### config.mk
export PLATFORM = sky130hd
export DESIGN_NAME = serial_add_ctrl
export DESIGN_NICKNAME = d
export VERILOG_FILES = /design/src/rtl/serial_add_pkg.sv /design/src/rtl/fa_cell.sv /design/src/rtl/serial_add_ctrl.sv
export SDC_FILE = /design/constraint.sdc
export NUM_CORES = 1
export LEC_CHECK = 0
export ABC_AREA = 1
export ABC_CLOCK_PERIOD_IN_PS = 1350
export BUFFER_PORTS_ARGS = -buffer_cell sky130_fd_sc_hd__buf_4
export CORE_MARGIN = 3
export CORE_UTILIZATION = 51
export CTS_BUF_LIST = sky130_fd_sc_hd__clkbuf_8
export DETAILED_ROUTE_END_ITERATION = 6
export PLACE_DENSITY = 0.77
export SYNTH_ARGS = -nofsm -noshare
export SYNTH_HDL_FRONTEND = slang
export SYNTH_SLANG_ARGS = --single-unit
### constraint.sdc
create_clock -name clk -period 1.35 [get_ports clk]
set_clock_uncertainty 0.05 [all_clocks]
set_input_delay 0.0675 -clock clk [delete_from_list [all_inputs] [get_ports clk]]
set_output_delay 0.0675 -clock clk [all_outputs]
set_load 0.005 [all_outputs]
### src/rtl/serial_add_pkg.sv
// Shared definitions for the serial arithmetic sequencers (adder now, multiplier/ALU later).
package serial_add_pkg;

    typedef enum logic [1:0] {
        IDLE = 2'd0,
        RUN  = 2'd1,
        DONE = 2'd2
    } add_state_t;

    localparam int DEFAULT_WIDTH = 8;

    // A one-bit counter is still needed when only a single step is counted.
    function automatic int count_width(input int width);
        return (width > 1) ? $clog2(width) : 1;
    endfunction

endpackage

### src/rtl/fa_cell.sv
// Single full-adder cell, time-shared by the serial adder controller.
module fa_cell (
    input  logic x,
    input  logic y,
    input  logic ci,
    output logic s,
    output logic co
);

    assign s  = x ^ y ^ ci;
    assign co = (x & y) | (x & ci) | (y & ci);

endmodule

### src/rtl/serial_add_ctrl.sv
// Bit-serial adder: one fa_cell applied LSB first over WIDTH cycles, carry kept in a flip-flop.
// Optional subtract mode (port sub) is compiled in with `define SERIAL_ADD_SUB_EN.
module serial_add_ctrl
    import serial_add_pkg::*;
#(
    parameter int WIDTH = DEFAULT_WIDTH
) (
    input  logic             clk,
    input  logic             rst_n,
`ifdef SERIAL_ADD_SUB_EN
    input  logic             sub,
`endif
    input  logic             start,
    input  logic [WIDTH-1:0] a,
    input  logic [WIDTH-1:0] b,
    input  logic             cin,
    output logic             busy,
    output logic             done,
    output logic [WIDTH-1:0] sum,
    output logic             cout,
    output logic             overflow
);

    localparam int            CW       = count_width(WIDTH);
    localparam logic [CW-1:0] LAST_BIT = CW'(WIDTH - 1);

    add_state_t       r_state;
    add_state_t       w_nextState;
    logic [CW-1:0]    r_cnt;
    logic [WIDTH-1:0] r_a;
    logic [WIDTH-1:0] r_b;
    logic [WIDTH-2:0] r_sumShift;
    logic             r_carry;

    logic [WIDTH-1:0] w_bIn;
    logic             w_carryIn;
    logic             w_s;
    logic             w_co;
    logic [WIDTH-1:0] w_sumNext;
    logic             w_lastBit;

    // Subtraction is A + ~B + 1, so B is inverted and the carry forced at latch time.
`ifdef SERIAL_ADD_SUB_EN
    assign w_bIn     = sub ? ~b : b;
    assign w_carryIn = sub ? 1'b1 : cin;
`else
    assign w_bIn     = b;
    assign w_carryIn = cin;
`endif

    fa_cell u_fa (
        .x  (r_a[0]),
        .y  (r_b[0]),
        .ci (r_carry),
        .s  (w_s),
        .co (w_co)
    );

    assign w_sumNext = {w_s, r_sumShift};
    assign w_lastBit = (r_cnt == LAST_BIT);
    assign busy      = (r_state == RUN);
    assign done      = (r_state == DONE);

    always_ff @(posedge clk or negedge rst_n) begin
        if (!rst_n) r_state <= IDLE;
        else        r_state <= w_nextState;
    end

    always_comb begin
        w_nextState = r_state;
        case (r_state)
            IDLE:    if (start) w_nextState = RUN;
            RUN:     if (w_lastBit) w_nextState = DONE;
            DONE:    w_nextState = IDLE;
            default: w_nextState = IDLE;
        endcase
    end

    // Overflow is carry into MSB (still in r_carry) XOR carry out of MSB.
    always_ff @(posedge clk or negedge rst_n) begin
        if (!rst_n) begin
            r_cnt      <= '0;
            r_a        <= '0;
            r_b        <= '0;
            r_sumShift <= '0;
            r_carry    <= 1'b0;
            sum        <= '0;
            cout       <= 1'b0;
            overflow   <= 1'b0;
        end else if (r_state == IDLE) begin
            if (start) begin
                r_a     <= a;
                r_b     <= w_bIn;
                r_carry <= w_carryIn;
                r_cnt   <= '0;
            end
        end else if (r_state == RUN) begin
            r_sumShift <= w_sumNext[WIDTH-1:1];
            r_carry    <= w_co;
            r_a        <= r_a >> 1;
            r_b        <= r_b >> 1;
            r_cnt      <= r_cnt + 1'b1;
            if (w_lastBit) begin
                sum      <= w_sumNext;
                cout     <= w_co;
                overflow <= r_carry ^ w_co;
            end
        end
    end

endmodule
Yosys cells after proc, flatten, opt, wreduce, memory -nomap -nowiden. Cells that the tools add are included.

Bits in registers: 39. Output and inout bits: 12.

Add/subtract/negate cells: 1. Eq/ne operators: 5. Mux-type cells: 15. Bitwise gates (word level): 9. Reduce and logical (&&, ||, !) cells: 6.

Operator list (count): two-way mux 8 bit (6); two-way mux 3 bit (3); AND reduction 2 bit (3); two-way mux 2 bit (2); one-hot mux 2 bit (2 select lines) (1); adder 3 x 1 -> 3 bit, second input constant (1); bitwise AND 1 bit (3); equality test 3 bit, second input constant (1); two-way mux 1 bit (3); AND reduction 3 bit (1); bitwise XOR 1 bit (3); equality test 2 x 1 -> 1 bit, second input constant (1); equality test 2 bit, second input constant (1); zero test 2 bit (1); inequality test 2 x 1 -> 1 bit, second input constant (1); inequality test 2 bit, second input constant (1); bitwise OR 1 bit (2); nonzero test 2 bit (1); NOT 1 bit (1).

Logic depth before layout (Yosys ltp). Gate-level depths: netlist (run 1).

Depth in word-level cells: 5. Mapped depth: 7. Gate-level depth less buffers: 6.

Modules after synthesis. A second synthesis (run 1) with hierarchy kept.

Cells, all modules: 213. Area total of the unflattened synthesis: 1794.2 um^2.

By module, submodules not included: serial_add_ctrl (instances 1, cells an instance 212, area an instance 1774.2 um^2, sequential area each 975.9 um^2); fa_cell (instances 1, cells an instance 1, area an instance 20.0 um^2, sequential area each 0.0 um^2).

Worst setup path after synthesis (run 1). Ideal clock, no wire load.

Path type: register to register. Start point: reg r_carry. End point: reg overflow. Arrival time: 1.123 ns. Path slack: 0.061 ns. Cell stages (with the launch flop): 5. Buffers on the path: 0. Period minus slack after synthesis: 1.289 ns. Cell sequence: dfrtp_1 > fa_1 > xor2_1 > nand2_1 > nand2_1.

Word-level cells in the longest chain between the ends: 4. Elaborated cells on any way between the ends: 5.

Ends and longest elaborated chain: from (decl) (RTL line serial_add_ctrl.sv:33) `logic r_carry;`; from (signal assigned) (RTL line serial_add_ctrl.sv:94) `r_carry <= w_carryIn;`; from (signal assigned) (RTL line serial_add_ctrl.sv:99) `r_carry <= w_co;`; bitwise AND 1 bit (RTL line fa_cell.sv:11) `assign co = (x & y) | (x & ci) | (y & ci);`; bitwise OR 1 bit (RTL line fa_cell.sv:11); bitwise OR 1 bit * (RTL line fa_cell.sv:11); named net u_fa.co (RTL line fa_cell.sv:7) `output logic co`; bitwise XOR 1 bit * (RTL line serial_add_ctrl.sv:106) `overflow <= r_carry ^ w_co;`; to (signal assigned) (RTL line serial_add_ctrl.sv:106); to (decl) (RTL line serial_add_ctrl.sv:21) `output logic overflow`.

The timed path passes the listed nets; every way through them passes the cells marked *. A chain may end at the register's enable or synchronous reset.

Worst setup path after layout (run 1).
Start point: reg r_cnt[0]. End point: reg sum[3].

Word-level cells in the longest chain between the ends: 2.

Ends and longest elaborated chain: from (decl) (RTL line serial_add_ctrl.sv:29) `logic [CW-1:0] r_cnt;`; from (signal assigned) (RTL line serial_add_ctrl.sv:102) `r_cnt <= r_cnt + 1'b1;`; equality test 3 bit (RTL line serial_add_ctrl.sv:60) `assign w_lastBit = (r_cnt == LAST_BIT);`; AND reduction 3 bit (no line); to (signal assigned) (RTL line serial_add_ctrl.sv:104) `sum <= w_sumNext;`; to (decl) (RTL line serial_add_ctrl.sv:19) `output logic [WIDTH-1:0] sum,`.

No other way between the ends.

==> flow_summary.html, run 1 <==
<table>
<tr><th>Metric</th><th>Value</th></tr>
<tr><th colspan="2">Status</th></tr>
<tr><td>Outcome</td><td>completed</td></tr>
<tr><th colspan="2">Detailed routing</th></tr>
<tr><td>Final wirelength</td><td>3730 um</td></tr>
<tr><td>Number of vias per cell</td><td>a little under 5</td></tr>
<tr><td>Initial detailed-routing violation count</td><td>between 80 and 90</td></tr>
<tr><td>Final routed DRC violation total</td><td>0</td></tr>
<tr><td>Total number of vias</td><td>1491</td></tr>
<tr><td>Initial DRT Pass Iterations</td><td>4</td></tr>
<tr><td>WL/cell</td><td>about 12 um</td></tr>
<tr><td>Remaining antenna violation count after routing</td><td>0</td></tr>
<tr><th colspan="2">Logic synthesis</th></tr>
<tr><td>Share of synthesized cell area in and, or, nand and nor gates</td><td>between 20 and 30%</td></tr>
<tr><td>Number of nets produced by synthesis</td><td>236</td></tr>
<tr><td>Post-Syn Instances</td><td>213</td></tr>
<tr><td>Xor and xnor fraction of the mapped netlist area</td><td>0.492%</td></tr>
<tr><td>Cell area after technology mapping</td><td>0.00178 mm^2</td></tr>
<tr><td>Mux cell area share after synthesis</td><td>0%</td></tr>
<tr><td>Synthesized-area fraction occupied by ao, oa, aoi and oai cells</td><td>10.7%</td></tr>
<tr><td>Count of warnings emitted by yosys</td><td>0</td></tr>
<tr><td>Sequential cell area fraction in the yosys report</td><td>54.8%</td></tr>
<tr><td>Arithmetic-cell share of the synthesized area counting full adders, half adders and majority gates</td><td>2.53%</td></tr>
<tr><td>Mean instance size in the synthesized netlist</td><td>about 8.4 um^2</td></tr>
<tr><td>Largest family of logic cells by synthesized area</td><td>simple AND/OR/NAND/NOR gates</td></tr>
<tr><td>Count of different cell masters after synthesis</td><td>18</td></tr>
<tr><td>Register bit count reported by yosys</td><td>39</td></tr>
<tr><th colspan="2">Die</th></tr>
<tr><td>Width of the die</td><td>65.1 um</td></tr>
<tr><td>Floorplan core area</td><td>0.00320 mm^2</td></tr>
<tr><td>Number of primary I/O pins</td><td>32</td></tr>
<tr><td>Standard-cell row count</td><td>20</td></tr>
<tr><td>Height of the die</td><td>65.1 um</td></tr>
<tr><td>Die footprint</td><td>0.00424 mm^2</td></tr>
<tr><td>Initial core utilization</td><td>55.6%</td></tr>
<tr><th colspan="2">Clock tree</th></tr>
<tr><td>Clk Tree Root Cell</td><td>sky130_fd_sc_hd__clkbuf_8</td></tr>
<tr><td>Max Buffers Root-to-Sink</td><td>2</td></tr>
<tr><td>Max H-tree Level</td><td>2</td></tr>
<tr><td>Number of sinks handled by clock tree synthesis</td><td>39</td></tr>
<tr><td>Clock latency reported for the late side of the worst-skew pair</td><td>0.29 ns</td></tr>
<tr><td>CTS tree</td><td>built</td></tr>
<tr><td>CTS clock-pin slew for the worst setup and hold paths</td><td>0.08 ns</td></tr>
<tr><td>Number of clock buffers inserted by TritonCTS</td><td>5</td></tr>
<tr><th colspan="2">Setup path</th></tr>
<tr><td>Worst path bufs/invs</td><td>1</td></tr>
<tr><td>CP endpoint kind</td><td>flop</td></tr>
<tr><td>Maximum fanout along the worst path</td><td>7</td></tr>
<tr><td>Slowest cell on the critical path</td><td>sky130_fd_sc_hd__dfrtp_1</td></tr>
<tr><td>Crit path arrival time</td><td>1.42 ns</td></tr>
<tr><td>Worst path required time</td><td>1.48 ns</td></tr>
<tr><td>Launch point of the worst path</td><td>r_cnt[0]</td></tr>
<tr><td>Kind of cell with the highest combined delay on the critical path</td><td>adder cells</td></tr>
<tr><td>Startpoint class of the critical path</td><td>flop</td></tr>
<tr><td>Biggest cell delay along the critical path</td><td>0.40 ns</td></tr>
<tr><td>Reg-to-reg critical path startpoint</td><td>r_cnt[0]</td></tr>
<tr><td>Type of the setup path with the least slack</td><td>flop to flop</td></tr>
<tr><td>Cell chain of the critical path</td><td>ha_1 -&gt; ha_2 -&gt; nand2_4 -&gt; clkbuf_16 -&gt; o21ai_2</td></tr>
<tr><th colspan="2">Placed design</th></tr>
<tr><td>Port-buffer cells</td><td>31</td></tr>
<tr><td>Global placement routability congestion</td><td>0.806</td></tr>
<tr><td>Post-DP HPWL</td><td>2300 um</td></tr>
<tr><td>Cell area after placement</td><td>0.00209 mm^2</td></tr>
<tr><th colspan="2">GRT</th></tr>
<tr><td>Pin count of the biggest net entering global routing</td><td>40</td></tr>
<tr><td>Number of global-route vias before repair</td><td>~1400</td></tr>
<tr><td>Global-route wire length before repair</td><td>about 6000 um</td></tr>
<tr><td>Total grt overflow</td><td>0</td></tr>
<tr><td>Initial antenna violation count</td><td>0</td></tr>
<tr><td>Overall global routing resource usage</td><td>18.6%</td></tr>
<tr><th colspan="2">Finish</th></tr>
<tr><td>Final std cell area, no fill</td><td>0.00230 mm^2</td></tr>
<tr><td>Area Overhead vs Synth</td><td>29.0%</td></tr>
<tr><td>Post-layout net count</td><td>281</td></tr>
<tr><td>Ant diodes</td><td>0</td></tr>
<tr><td>Share of final-layout standard cells stronger than drive strength 1</td><td>27.0%</td></tr>
<tr><th colspan="2">Power and ir drop</th></tr>
<tr><td>Final Power</td><td>4.94 mW</td></tr>
<tr><td>Power per standard cell area</td><td>2150 mW/mm^2</td></tr>
<tr><td>Static leakage</td><td>around 1.3 nW</td></tr>
<tr><td>IR Drop Worst-Case VDD</td><td>1.17 mV</td></tr>
<tr><th colspan="2">Timing</th></tr>
<tr><td>Total Negative Setup Slacks</td><td>0 ns</td></tr>
<tr><td>Maximum frequency from static timing analysis</td><td>0.772 GHz</td></tr>
<tr><td>Fin crit period</td><td>1.29 ns</td></tr>
<tr><td>Worst max-slew margin expressed relative to the limit</td><td>67.8%</td></tr>
<tr><td>Final period utilization</td><td>95.9%</td></tr>
<tr><td>Setup violations, final</td><td>0</td></tr>
<tr><td>Final Slew Violations</td><td>0</td></tr>
<tr><td>Final hold vios</td><td>0</td></tr>
<tr><td>Transition time at the pin with the least slew margin</td><td>between 0.4 and 0.5 ns</td></tr>
<tr><th colspan="2">Worst hold path</th></tr>
<tr><td>Hold wc startpoint</td><td>b[4]</td></tr>
<tr><td>Type of the tightest min-delay check</td><td>primary input to flop</td></tr>
<tr><th colspan="2">Run</th></tr>
<tr><td>Max-capacitance violation count</td><td>0</td></tr>
</table>
-- power breakdown --
group	leakage (nW)	switching, mW	internal, mW
clock	0.0557	0.392	0.459
sequential	0.497	0.311	1.68
combinational	0.708	1.14	0.956
-- timing repair --
item / CTS / global route
gates resized for setup: 1 / 5
hold endpoints to repair: 41 / 0
pin swaps: 0 / 1
gates cloned: 0 / 1
setup buffers: 0 / 4
endpoints found under the setup margin: 1 / 28
hold buffers: 3 / 0
-- per-layer routing --
metal | vias up | GRT usage [%] | wire length (um)
met5 | - | 0 | 0
met2 | 24 | 30.5 | 1780
met3 | 6 | 3.59 | 135
li1 | 748 | - | -
met4 | 0 | 9.33 | 68
met1 | 713 | 23.4 | 1750
-- synthesized netlist by cell type (all sizes together) --
| cell type | count | area (um^2) |
|---|---|---|
| inv | 11 | 41.3 |
| ha | 2 | 25.0 |
| xor2 | 1 | 8.76 |
| nor2 | 3 | 26.3 |
| nand2 | 112 | 423 |
| dfrtp | 39 | 976 |
| buf | 7 | 48.8 |
| o21ai | 32 | 190 |
| nand3 | 2 | 10.0 |
| clkbuf | 3 | 12.5 |
| fa | 1 | 20.0 |
-- path summary, 6_finish.rpt --
check / end / slack, ns / depth (start not counted)
setup reg to reg: sum[3] / 0.06 / 5
hold / removal: r_b[4] / 0.008 / 5
max in group asynchronous: r_state[0] / 0.66 / 2
hold reg to reg: r_a[2] / 0.43 / 2
setup / recovery: sum[3] / 0.06 / 5
min in group asynchronous: r_b[4] / 0.22 / 2
-- worst register-to-register path, stage by stage, from the launching register on --
cell	delay, ns
sky130_fd_sc_hd__dfrtp_1	0.40
sky130_fd_sc_hd__ha_1	0.21
sky130_fd_sc_hd__ha_2	0.20
sky130_fd_sc_hd__nand2_4	0.12
sky130_fd_sc_hd__clkbuf_16	0.17
sky130_fd_sc_hd__o21ai_2	0.05
-- cell type report --
class / instances / area, um^2
inverter: 11 / 41.3
clock buffer: 7 / 96.3
tap: 44 / 55.1
clock inverter: 1 / 3.75
fill: 254 / 905
multi-input combinational: 153 / 713
timing repair buffer: 48 / 410
sequential: 39 / 978
-- kinds of logic (layout without fill, tap and decap cells) --
group | Yosys count | in the layout
and+or+nand+nor | 117 | 117
DFF | 39 | 39
AOI/OAI and AO/OA | 32 | 32
buffers and inverters | 21 | 67
adders and majority gates | 3 | 3
xor gates and xnor gates | 1 | 1
-- sequential cells by signal, summed over array words and instances (netlist names) --
signal / cells
cout: 1
overflow: 1
r_a: 8
r_b: 8
r_carry: 1
r_cnt: 3
r_state: 2
r_sumShift: 7
sum: 8
-- through the flow --
stage | hold slack, ns | cells | setup WS (ns) | utilization, %
CTS | 0.00872 | 298 | 0.0128 | 69.3
global placement | 0.0131 | 287 | 0.0387 | 65.2
finish | 0.00761 | 303 | 0.0554 | 71.8
global route | 0.0324 | 303 | -0.00707 | 71.8
detailed placement | 0.0115 | 287 | 0.0371 | 65.2
floorplan | -0.278 | 213 | 0.0607 | -
-- layout by cell type, fill, tap and decap left out --
cell type / n
sky130_fd_sc_hd__nand2_1: 111
sky130_fd_sc_hd__buf_4: 42
sky130_fd_sc_hd__dfrtp_1: 37
sky130_fd_sc_hd__o21ai_0: 23
sky130_fd_sc_hd__inv_1: 9
sky130_fd_sc_hd__o21ai_2: 8
sky130_fd_sc_hd__clkbuf_8: 7
sky130_fd_sc_hd__inv_2: 3
sky130_fd_sc_hd__dlygate4sd3_1: 3
sky130_fd_sc_hd__nor2_4: 2
sky130_fd_sc_hd__nand3_1: 2
sky130_fd_sc_hd__buf_12: 2
sky130_fd_sc_hd__dfrtp_2: 2
sky130_fd_sc_hd__nor2_1: 1
sky130_fd_sc_hd__nand2_4: 1
sky130_fd_sc_hd__o21ai_1: 1
sky130_fd_sc_hd__xor2_1: 1
sky130_fd_sc_hd__fa_2: 1
sky130_fd_sc_hd__ha_1: 1
sky130_fd_sc_hd__ha_2: 1
sky130_fd_sc_hd__clkbuf_16: 1
No activity file was read; power rests on OpenSTA's default activity.
==> inputs of run 2 (changes only) <==
ABC_AREA = unset   (was 1)
HOLD_SLACK_MARGIN = 0.1   (was unset)
==> run 2 against run 1 <==
Effect of this change:
- the run now ends with setup timing left
- wire length up 35%
- cell area up 17%
- via count down 8.6%
- final cell count down 22%
- clock-buffer cell count down 2
==> flow_summary.html, run 2 <==
<table>
<tr><th>Metric</th><th>Value</th></tr>
<tr><th colspan="2">Worst hold path</th></tr>
<tr><td>Type of the tightest min-delay check</td><td>primary input to flop</td></tr>
<tr><td>Hold wc startpoint</td><td>start</td></tr>
<tr><th colspan="2">Finish</th></tr>
<tr><td>Area Overhead vs Synth</td><td>54.8%</td></tr>
<tr><td>Commonest non-fill, non-tap cell in the layout</td><td>sky130_fd_sc_hd__buf_4</td></tr>
<tr><td>Core Util, Final</td><td>85.3% (+14 points)</td></tr>
<tr><td>Total area of multi-input combinational cells</td><td>856 um^2 (+20%)</td></tr>
<tr><td>Layout filler cell count</td><td>155 (-39%)</td></tr>
<tr><td>Top flop regs</td><td>r_a: 8 flops, r_b: 8 flops, sum: 8 flops</td></tr>
<tr><td>Post-layout net count</td><td>215 (-23%)</td></tr>
<tr><td>Final std cell area, no fill</td><td>0.00269 mm^2 (+17%)</td></tr>
<tr><td>Most frequent cells in the layout</td><td>40 x sky130_fd_sc_hd__buf_4, 37 x sky130_fd_sc_hd__dfrtp_1, 18 x sky130_fd_sc_hd__dlygate4sd3_1</td></tr>
<tr><td>Share of final-layout standard cells stronger than drive strength 1</td><td>57.5% (+30 points)</td></tr>
<tr><td>Register area</td><td>978 um^2 (unchanged)</td></tr>
<tr><td>Ant diodes</td><td>0 (unchanged)</td></tr>
<tr><th colspan="2">Timing</th></tr>
<tr><td>Setup violations, final</td><td>22 (+22)</td></tr>
<tr><td>Final Slew Violations</td><td>0 (unchanged)</td></tr>
<tr><td>Setup repair after global routing missed its margin</td><td>true</td></tr>
<tr><td>Worst setup margin</td><td>-0.190 ns (-0.245 ns)</td></tr>
<tr><td>Transition time at the pin with the least slew margin</td><td>0.496 ns (+0.0126 ns)</td></tr>
<tr><td>Maximum frequency from static timing analysis</td><td>0.649 GHz (-16%)</td></tr>
<tr><td>Fin crit period</td><td>1.54 ns (+0.245 ns)</td></tr>
<tr><td>Final hold vios</td><td>0 (unchanged)</td></tr>
<tr><td>Final period utilization</td><td>114% (+18 points)</td></tr>
<tr><td>Worst max-slew margin expressed relative to the limit</td><td>67.0% (-0.84 points)</td></tr>
<tr><th colspan="2">Placed design</th></tr>
<tr><td>Setup Slack @ Placement</td><td>-0.163 ns (-0.200 ns)</td></tr>
<tr><td>Post-DP HPWL</td><td>2430 um (+5.4%)</td></tr>
<tr><td>Global placement routability congestion</td><td>0.780 (-3.2%)</td></tr>
<tr><td>Port-buffer cells</td><td>31 (unchanged)</td></tr>
<tr><td>Cell area after placement</td><td>0.00213 mm^2 (+1.9%)</td></tr>
<tr><th colspan="2">Detailed routing</th></tr>
<tr><td>Initial DRT Pass Iterations</td><td>4 (unchanged)</td></tr>
<tr><td>Total number of vias</td><td>1363 (-8.6%)</td></tr>
<tr><td>Final wirelength</td><td>5050 um (+35%)</td></tr>
<tr><td>Final routed DRC violation total</td><td>0 (unchanged)</td></tr>
<tr><td>Initial detailed-routing violation count</td><td>90 (+11%)</td></tr>
<tr><td>Remaining antenna violation count after routing</td><td>0 (unchanged)</td></tr>
<tr><td>Number of vias per cell</td><td>5.75 (+17%)</td></tr>
<tr><td>WL/cell</td><td>21.3 um (+73%)</td></tr>
<tr><th colspan="2">Logic synthesis</th></tr>
<tr><td>Sequential cell area fraction in the yosys report</td><td>56.2% (+1.4 points)</td></tr>
<tr><td>Count of different cell masters after synthesis</td><td>31 (+13)</td></tr>
<tr><td>Number of synthesized flops with an enable pin</td><td>0 (unchanged)</td></tr>
<tr><td>Register bit count reported by yosys</td><td>39 (unchanged)</td></tr>
<tr><td>Post-Syn Instances</td><td>123 (-42%)</td></tr>
<tr><td>Share of the synthesized area in the top cell type</td><td>56.2% (+1.4 points)</td></tr>
<tr><td>Count of warnings emitted by yosys</td><td>0 (unchanged)</td></tr>
<tr><td>Share of synthesized flip-flops with an asynchronous set or reset</td><td>100% (unchanged)</td></tr>
<tr><td>Most used DFF post-synth</td><td>sky130_fd_sc_hd__dfrtp_1</td></tr>
<tr><td>Ranking of synthesized cells by instance count</td><td>39 x sky130_fd_sc_hd__dfrtp_1, 12 x sky130_fd_sc_hd__o221a_2, 12 x sky130_fd_sc_hd__or4b_1, 11 x sky130_fd_sc_hd__mux2_1, 6 x sky130_fd_sc_hd__mux2_2</td></tr>
<tr><td>Dominant cell by count in the synthesized netlist</td><td>sky130_fd_sc_hd__dfrtp_1</td></tr>
<tr><td>Number of nets produced by synthesis</td><td>146 (-38%)</td></tr>
<tr><td>Library cell occupying the most area in the post-synthesis netlist</td><td>sky130_fd_sc_hd__dfrtp_1</td></tr>
<tr><td>Cell area after technology mapping</td><td>0.00174 mm^2 (-2.5%)</td></tr>
<tr><td>Mean instance size in the synthesized netlist</td><td>14.1 um^2 (+69%)</td></tr>
<tr><td>Top post-synthesis cells by area</td><td>sky130_fd_sc_hd__dfrtp_1 56%, sky130_fd_sc_hd__o221a_2 7.8%, sky130_fd_sc_hd__mux2_1 7.1%</td></tr>
<tr><th colspan="2">Power and ir drop</th></tr>
<tr><td>Static leakage</td><td>1.21 nW (-4.3%)</td></tr>
<tr><td>IR Drop Worst-Case VDD</td><td>1.44 mV (+23%)</td></tr>
<tr><td>Power per standard cell area</td><td>2290 mW/mm^2 (+6.5%)</td></tr>
<tr><th colspan="2">Setup path</th></tr>
<tr><td>CP endpoint kind</td><td>flop</td></tr>
<tr><td>Worst path required time</td><td>1.48 ns (about the same)</td></tr>
<tr><td>Reg-to-reg critical path startpoint</td><td>r_cnt[0]</td></tr>
<tr><td>Setup slack on the worst flop-to-flop path</td><td>-0.19 ns (-0.25 ns)</td></tr>
<tr><td>Launch point of the worst path</td><td>r_cnt[0]</td></tr>
<tr><td>Slowest cell on the critical path</td><td>sky130_fd_sc_hd__dfrtp_1</td></tr>
<tr><td>Startpoint class of the critical path</td><td>flop</td></tr>
<tr><td>Crit path arrival time</td><td>1.67 ns (+0.25 ns)</td></tr>
<tr><td>Type of the setup path with the least slack</td><td>flop to flop</td></tr>
<tr><td>Cell chain of the critical path</td><td>ha_2 -&gt; ha_4 -&gt; nand3b_1 -&gt; buf_12 -&gt; mux2_4</td></tr>
<tr><td>Biggest cell delay along the critical path</td><td>0.40 ns (about the same)</td></tr>
<tr><td>Maximum fanout along the worst path</td><td>10 (+3)</td></tr>
<tr><th colspan="2">GRT</th></tr>
<tr><td>Overall global routing resource usage</td><td>22.9% (+4.3 points)</td></tr>
<tr><td>Total grt overflow</td><td>0 (unchanged)</td></tr>
<tr><td>Initial antenna violation count</td><td>0 (unchanged)</td></tr>
<tr><td>Number of global-route vias before repair</td><td>1443 (+2.9%)</td></tr>
<tr><td>Met1 usage</td><td>29.6% (+6.2 points)</td></tr>
<tr><td>Gr busiest metal</td><td>met2</td></tr>
<tr><td>Global routing usage on met3</td><td>5.98% (+2.4 points)</td></tr>
<tr><td>Pin count of the biggest net entering global routing</td><td>40 (unchanged)</td></tr>
<tr><td>Global-route wire length before repair</td><td>7250 um (+20%)</td></tr>
<tr><td>Met2 track utilization from global routing</td><td>39.4% (+8.9 points)</td></tr>
<tr><th colspan="2">Clock tree</th></tr>
<tr><td>Number of clock buffers inserted by TritonCTS</td><td>5 (unchanged)</td></tr>
<tr><td>Clk Tree Root Cell</td><td>sky130_fd_sc_hd__clkbuf_8</td></tr>
<tr><td>Number of sinks handled by clock tree synthesis</td><td>39 (unchanged)</td></tr>
<tr><td>CTS tree</td><td>built</td></tr>
<tr><td>CTS clock-pin slew for the worst setup and hold paths</td><td>0.08 ns (about the same)</td></tr>
<tr><td>Clock latency reported for the late side of the worst-skew pair</td><td>0.29 ns (about the same)</td></tr>
<tr><td>Max Buffers Root-to-Sink</td><td>2 (unchanged)</td></tr>
<tr><td>Max H-tree Level</td><td>2 (unchanged)</td></tr>
<tr><th colspan="2">Die</th></tr>
<tr><td>Number of primary I/O pins</td><td>32 (unchanged)</td></tr>
<tr><td>Initial core utilization</td><td>55.1% (-0.51 points)</td></tr>
<tr><td>Height of the die</td><td>64.4 um (-1.1%)</td></tr>
<tr><td>Floorplan core area</td><td>0.00315 mm^2 (-1.6%)</td></tr>
<tr><td>Width of the die</td><td>64.4 um (-1.1%)</td></tr>
<tr><td>Die footprint</td><td>0.00414 mm^2 (-2.2%)</td></tr>
<tr><td>Standard-cell row count</td><td>20 (unchanged)</td></tr>
<tr><th colspan="2">Status</th></tr>
<tr><td>Outcome</td><td>finished, violations left</td></tr>
<tr><td>Violated checks</td><td>setup timing</td></tr>
<tr><th colspan="2">Run</th></tr>
<tr><td>Max-capacitance violation count</td><td>0 (unchanged)</td></tr>
</table>
==> run 2: cell count changes in the layout (fill, tap and decap cells not counted), moves of 5 or more <==
cell | previous run | this run
sky130_fd_sc_hd__nand2_1 | 111 | 2
sky130_fd_sc_hd__o21ai_0 | 23 | 0
sky130_fd_sc_hd__or4b_1 | 0 | 9
sky130_fd_sc_hd__o21ai_2 | 8 | 0
sky130_fd_sc_hd__o221a_2 | 0 | 9
sky130_fd_sc_hd__inv_1 | 9 | 4
sky130_fd_sc_hd__mux2_2 | 0 | 5
sky130_fd_sc_hd__dlygate4sd3_1 | 3 | 18
sky130_fd_sc_hd__mux2_4 | 0 | 12
sky130_fd_sc_hd__buf_6 | 0 | 12
==> run 2: cells by family after synthesis <==
logic type                 share of synthesized area [%]
DFF                                                 56.2
xor gates and xnor gates                           0.504
buffers and inverters                               4.39
AOI/OAI and AO/OA                                   12.7
muxes                                               11.6
adders and majority gates                           2.59
and+or+nand+nor                                     12.0
==> run 2: timing repair <==
item                       in CTS  in global routing
hold endpoints to repair       55                  1
hold buffers                   17                  1
buffers inserted                4                  2
gates resized for setup        16                 26
cloned                          1                  2
pin swaps                      13                  2
setup endpoints to repair      36                 32
==> run 2: layout make-up <==
cell class / instances / area share (%)
Clock buffer: 5 / 2.56
Multi-Input combinational cell: 69 / 31.8
Inverter: 5 / 0.884
Tap cell: 44 / 2.05
Sequential cell: 39 / 36.4
Timing Repair Buffer: 72 / 23.8
Clock inverter: 3 / 2.51
==> run 2: worst paths after layout <==
check,depth (start not counted),end
setup / recovery,5,sum[0]
hold / removal,3,r_state[0]
setup reg to reg,5,sum[0]
hold reg to reg,1,sum[6]
max in group asynchronous,2,r_state[0]
min in group asynchronous,2,r_a[2]
==> run 2: through the flow <==
stage / total power, mW / TNS [ns] / cells / hold WS, ns
after floorplan: 3.39 / -0.884 / 123 / -0.278
after global placement: 4.09 / -2.50 / 202 / 0.00389
after detailed placement: 4.22 / -3.29 / 202 / 0.0144
after CTS: 5.65 / -1.64 / 232 / 0.103
after global routing: 6.48 / -3.19 / 237 / 0.161
final: 6.16 / -2.24 / 237 / 0.135
==> run 2: routing by layer <==
metal / up-vias / part of all wire, %
li1: 609 / -
met5: - / 0
met1: 706 / 40
met2: 44 / 55
met3: 4 / 4.2
met4: 0 / 0.42
==> run 2: worst max-delay path, delay by kind of cell (launching register included) <==
kind                     cells  cell delay (ns)
flip-flops                   1             0.40
adder cells (fa/ha/maj)      2             0.34
multiplexers                 1             0.31
buffers and inverters        1             0.17
AND/OR/NAND/NOR              1             0.15
==> run 2: report_power, final <==
group	switching, mW	internal, mW	total (mW)
logic	1.08	1.73	2.82
registers	0.443	1.73	2.17
clock network	0.429	0.737	1.17
total	1.96	4.20	6.16
==> inputs of run 3 (changes only) <==
SYNTH_HIERARCHICAL = 1   (was unset)
==> run 3 against run 2 <==
Effect of this change:
- the run still ends with setup timing left
- synthesized area shrank 2.0%
- largest cell class unchanged
- highest routed layer unchanged
- hold slack lost 0.027 ns
- global-route usage grew 0.21 points
- die area shrank 1.8%
- clock-buffer cell count is the same
==> flow_summary.html, run 3 <==
<table>
<tr><th>Metric</th><th>Value</th></tr>
<tr><th colspan="2">Status</th></tr>
<tr><td>Outcome</td><td>finished, violations left</td></tr>
<tr><td>Violated checks</td><td>setup timing</td></tr>
<tr><th colspan="2">Die</th></tr>
<tr><td>Initial core utilization</td><td>54.4% (-0.68 points)</td></tr>
<tr><td>Standard-cell row count</td><td>20 (unchanged)</td></tr>
<tr><td>Floorplan core area</td><td>0.00313 mm^2 (-0.79%)</td></tr>
<tr><td>Width of the die</td><td>63.8 um (-0.92%)</td></tr>
<tr><td>Die footprint</td><td>0.00407 mm^2 (-1.8%)</td></tr>
<tr><td>Number of primary I/O pins</td><td>32 (unchanged)</td></tr>
<tr><td>Height of the die</td><td>63.8 um (-0.92%)</td></tr>
<tr><th colspan="2">Timing</th></tr>
<tr><td>Setup violations, final</td><td>10 (-55%)</td></tr>
<tr><td>Transition time at the pin with the least slew margin</td><td>0.479 ns (-0.0168 ns)</td></tr>
<tr><td>Final hold vios</td><td>0 (unchanged)</td></tr>
<tr><td>Worst max-slew margin expressed relative to the limit</td><td>68.1% (+1.1 points)</td></tr>
<tr><td>Maximum frequency from static timing analysis</td><td>0.710 GHz (+9.4%)</td></tr>
<tr><td>Worst setup margin</td><td>-0.0576 ns (+0.132 ns)</td></tr>
<tr><td>Fin crit period</td><td>1.41 ns (-0.132 ns)</td></tr>
<tr><td>Final period utilization</td><td>104% (-9.8 points)</td></tr>
<tr><td>Final Slew Violations</td><td>0 (unchanged)</td></tr>
<tr><td>Setup repair after global routing missed its margin</td><td>true</td></tr>
<tr><td>Total Negative Setup Slacks</td><td>-0.493 ns (+1.75 ns)</td></tr>
<tr><th colspan="2">Finish</th></tr>
<tr><td>Top flop regs</td><td>r_a: 8 flops, r_b: 8 flops, sum: 8 flops</td></tr>
<tr><td>Most frequent cells in the layout</td><td>49 x sky130_fd_sc_hd__buf_4, 37 x sky130_fd_sc_hd__dfrtp_1, 20 x sky130_fd_sc_hd__o22ai_1</td></tr>
<tr><td>Share of final-layout standard cells stronger than drive strength 1</td><td>47.8% (-9.7 points)</td></tr>
<tr><td>Layout filler cell count</td><td>177 (+14%)</td></tr>
<tr><td>Core Util, Final</td><td>81.4% (-3.9 points)</td></tr>
<tr><td>Commonest non-fill, non-tap cell in the layout</td><td>sky130_fd_sc_hd__buf_4</td></tr>
<tr><td>Post-layout net count</td><td>227 (+5.6%)</td></tr>
<tr><td>Ant diodes</td><td>0 (unchanged)</td></tr>
<tr><td>Area Overhead vs Synth</td><td>49.6%</td></tr>
<tr><td>Register area</td><td>978 um^2 (unchanged)</td></tr>
<tr><td>Total area of multi-input combinational cells</td><td>768 um^2 (-10%)</td></tr>
<tr><th colspan="2">Detailed routing</th></tr>
<tr><td>Total number of vias</td><td>1386 (+1.7%)</td></tr>
<tr><td>Initial DRT Pass Iterations</td><td>4 (unchanged)</td></tr>
<tr><td>Initial detailed-routing violation count</td><td>64 (-29%)</td></tr>
<tr><td>Remaining antenna violation count after routing</td><td>0 (unchanged)</td></tr>
<tr><td>WL/cell</td><td>17.4 um (-18%)</td></tr>
<tr><td>Final routed DRC violation total</td><td>0 (unchanged)</td></tr>
<tr><td>Final wirelength</td><td>4340 um (-14%)</td></tr>
<tr><td>Number of vias per cell</td><td>5.57 (-3.2%)</td></tr>
<tr><th colspan="2">GRT</th></tr>
<tr><td>Global-route wire length before repair</td><td>7070 um (-2.5%)</td></tr>
<tr><td>Gr busiest metal</td><td>met2</td></tr>
<tr><td>Met2 track utilization from global routing</td><td>41.9% (+2.5 points)</td></tr>
<tr><td>Initial antenna violation count</td><td>0 (unchanged)</td></tr>
<tr><td>Global routing usage on met3</td><td>7.38% (+1.4 points)</td></tr>
<tr><td>Pin count of the biggest net entering global routing</td><td>40 (unchanged)</td></tr>
<tr><td>Number of global-route vias before repair</td><td>1460 (+1.2%)</td></tr>
<tr><td>Overall global routing resource usage</td><td>23.1% (+0.21 points)</td></tr>
<tr><td>Total grt overflow</td><td>0 (unchanged)</td></tr>
<tr><td>Met1 usage</td><td>25.5% (-4.0 points)</td></tr>
<tr><th colspan="2">Clock tree</th></tr>
<tr><td>Max Buffers Root-to-Sink</td><td>2 (unchanged)</td></tr>
<tr><td>CTS tree</td><td>built</td></tr>
<tr><td>Number of sinks handled by clock tree synthesis</td><td>39 (unchanged)</td></tr>
<tr><td>Max H-tree Level</td><td>2 (unchanged)</td></tr>
<tr><td>Clk Tree Root Cell</td><td>sky130_fd_sc_hd__clkbuf_8</td></tr>
<tr><td>Number of clock buffers inserted by TritonCTS</td><td>5 (unchanged)</td></tr>
<tr><td>Clock latency reported for the late side of the worst-skew pair</td><td>0.29 ns (about the same)</td></tr>
<tr><td>CTS clock-pin slew for the worst setup and hold paths</td><td>0.07 ns (about the same)</td></tr>
<tr><th colspan="2">Placed design</th></tr>
<tr><td>Global placement routability congestion</td><td>0.773 (-0.92%)</td></tr>
<tr><td>Post-DP HPWL</td><td>2580 um (+6.5%)</td></tr>
<tr><td>Port-buffer cells</td><td>31 (unchanged)</td></tr>
<tr><th colspan="2">Worst hold path</th></tr>
<tr><td>Type of the tightest min-delay check</td><td>primary input to flop</td></tr>
<tr><td>Number of cells on the worst hold path</td><td>3 (unchanged)</td></tr>
<tr><th colspan="2">Logic synthesis</th></tr>
<tr><td>Count of warnings emitted by yosys</td><td>6 (+6)</td></tr>
<tr><td>Sequential cell area fraction in the yosys report</td><td>57.3% (+1.2 points)</td></tr>
<tr><td>Register bit count reported by yosys</td><td>39 (unchanged)</td></tr>
<tr><td>Most used DFF post-synth</td><td>sky130_fd_sc_hd__dfrtp_1</td></tr>
<tr><td>Ranking of synthesized cells by instance count</td><td>39 x sky130_fd_sc_hd__dfrtp_1, 26 x sky130_fd_sc_hd__o22ai_1, 16 x sky130_fd_sc_hd__mux2_2, 13 x sky130_fd_sc_hd__a21oi_1, 5 x sky130_fd_sc_hd__buf_2</td></tr>
<tr><td>Mean instance size in the synthesized netlist</td><td>12.5 um^2 (-11%)</td></tr>
<tr><td>Cell area after technology mapping</td><td>0.00170 mm^2 (-2.0%)</td></tr>
<tr><td>Count of different cell masters after synthesis</td><td>25 (-19%)</td></tr>
<tr><td>Share of synthesized flip-flops with an asynchronous set or reset</td><td>100% (unchanged)</td></tr>
<tr><td>Post-Syn Instances</td><td>136 (+11%)</td></tr>
<tr><td>Dominant cell by count in the synthesized netlist</td><td>sky130_fd_sc_hd__dfrtp_1</td></tr>
<tr><td>Number of nets produced by synthesis</td><td>159 (+8.9%)</td></tr>
<tr><td>Library cell occupying the most area in the post-synthesis netlist</td><td>sky130_fd_sc_hd__dfrtp_1</td></tr>
<tr><td>Number of synthesized flops with an enable pin</td><td>0 (unchanged)</td></tr>
<tr><td>Top post-synthesis cells by area</td><td>sky130_fd_sc_hd__dfrtp_1 57%, sky130_fd_sc_hd__mux2_2 11%, sky130_fd_sc_hd__o22ai_1 9.6%</td></tr>
<tr><td>Share of the synthesized area in the top cell type</td><td>57.3% (+1.2 points)</td></tr>
<tr><th colspan="2">Setup path</th></tr>
<tr><td>Maximum fanout along the worst path</td><td>6 (-4)</td></tr>
<tr><td>Startpoint class of the critical path</td><td>flop</td></tr>
<tr><td>Biggest cell delay along the critical path</td><td>0.43 ns (+0.03 ns)</td></tr>
<tr><td>CP endpoint kind</td><td>flop</td></tr>
<tr><td>Slowest cell on the critical path</td><td>sky130_fd_sc_hd__dfrtp_1</td></tr>
<tr><td>CP most frequent cell</td><td>sky130_fd_sc_hd__ha_4</td></tr>
<tr><td>Cell chain of the critical path</td><td>ha_4 -&gt; ha_4 -&gt; nand3b_4 -&gt; mux2_4</td></tr>
<tr><td>Type of the setup path with the least slack</td><td>flop to flop</td></tr>
<tr><td>Worst path required time</td><td>1.48 ns (about the same)</td></tr>
<tr><td>Crit path arrival time</td><td>1.53 ns (-0.14 ns)</td></tr>
<tr><td>Worst R2R Path Depth</td><td>4 (-1)</td></tr>
<tr><th colspan="2">Power and ir drop</th></tr>
<tr><td>Combinational fraction of design power</td><td>43.1% (-2.6 points)</td></tr>
<tr><td>Switching power share of the total</td><td>32.1% (+0.29 points)</td></tr>
<tr><td>Final Power</td><td>5.86 mW (-4.8%)</td></tr>
<tr><td>IR Drop Worst-Case VDD</td><td>1.07 mV (-26%)</td></tr>
<tr><td>Reported net switching power</td><td>1.88 mW (-3.9%)</td></tr>
<tr><td>Clock network fraction of total power</td><td>19.5% (+0.6 points)</td></tr>
<tr><td>Internal power</td><td>3.98 mW (-5.2%)</td></tr>
<tr><td>Power per standard cell area</td><td>2300 mW/mm^2 (+0.51%)</td></tr>
<tr><td>Static leakage</td><td>1.16 nW (-3.9%)</td></tr>
<tr><td>Seq pwr share</td><td>37.4% (+2.1 points)</td></tr>
<tr><th colspan="2">Run</th></tr>
<tr><td>Max-capacitance violation count</td><td>0 (unchanged)</td></tr>
</table>
==> run 3: timing repair <==
action,CTS,global route
hold endpoints to repair,55,0
resized for setup,7,16
hold buffers,17,0
setup buffers,5,6
pin swaps,2,3
gates cloned,1,0
endpoints found under the setup margin,22,39
==> run 3: path summary, 6_finish.rpt <==
kind | startpoint | end | slack [ns]
min reg2reg | overflow | overflow | 0.46
max reg2reg | r_cnt[0] | sum[6] | -0.06
min | a[3] | r_a[3] | 0.11
max | r_cnt[0] | sum[6] | -0.06
min in group asynchronous | rst_n | r_cnt[1] | 0.23
max in group asynchronous | rst_n | r_state[0] | 0.66
==> run 3: kinds of logic after synthesis <==
| family | share of synthesized area [%] |
|---|---|
| AO/OA/AOI/OAI | 18.3 |
| flip-flops | 57.3 |
| multiplexers | 10.6 |
| buffers and inverters | 5.22 |
| AND/OR/NAND/NOR | 5.44 |
| adder cells (fa/ha/maj) | 2.64 |
| XOR/XNOR | 0.514 |
==> run 3: metrics by stage <==
stage               setup WS [ns]  cell area, um^2  hold WS [ns]  instances
CTS                       -0.0554             2440         0.103        244
floorplan                 -0.0507             1750        -0.278        136
detailed placement         -0.142             2060       0.00900        213
global placement          -0.0709             2060       0.00480        213
finish                    -0.0576             2550         0.107        249
global route              -0.0891             2550         0.105        249
==> run 3: power groups by stage <==
stage               Combinational, mW  Clock, mW  Sequential, mW
floorplan                        1.37          0            2.04
global placement                 1.96          0            2.11
detailed placement               2.09          0            2.16
CTS                              2.26       1.16            2.15
global route                     2.74       1.23            2.27
finish                           2.53       1.14            2.19
==> run 3: routing by layer <==
metal	routed length, um	up-vias	part of all wire [%]
li1	-	645	-
met1	1690	676	39
met2	2310	59	53
met3	273	6	6.3
met4	57	0	1.3
met5	0	-	0
==> run 3: area by class of cell <==
cell class | instances | area share, %
clock buffer | 5 | 2.70
clock inverter | 3 | 2.65
timing repair buffer | 70 | 23.2
tap | 44 | 2.16
sequential | 39 | 38.4
inverter | 4 | 0.688
multi-input combinational | 84 | 30.2
==> run 3: critical path: cells and delay by family, from the launching register on <==
family	cells	cell delay, ns
fa+ha+maj	2	0.37
mux	1	0.31
simple gates	1	0.14
flops	1	0.43
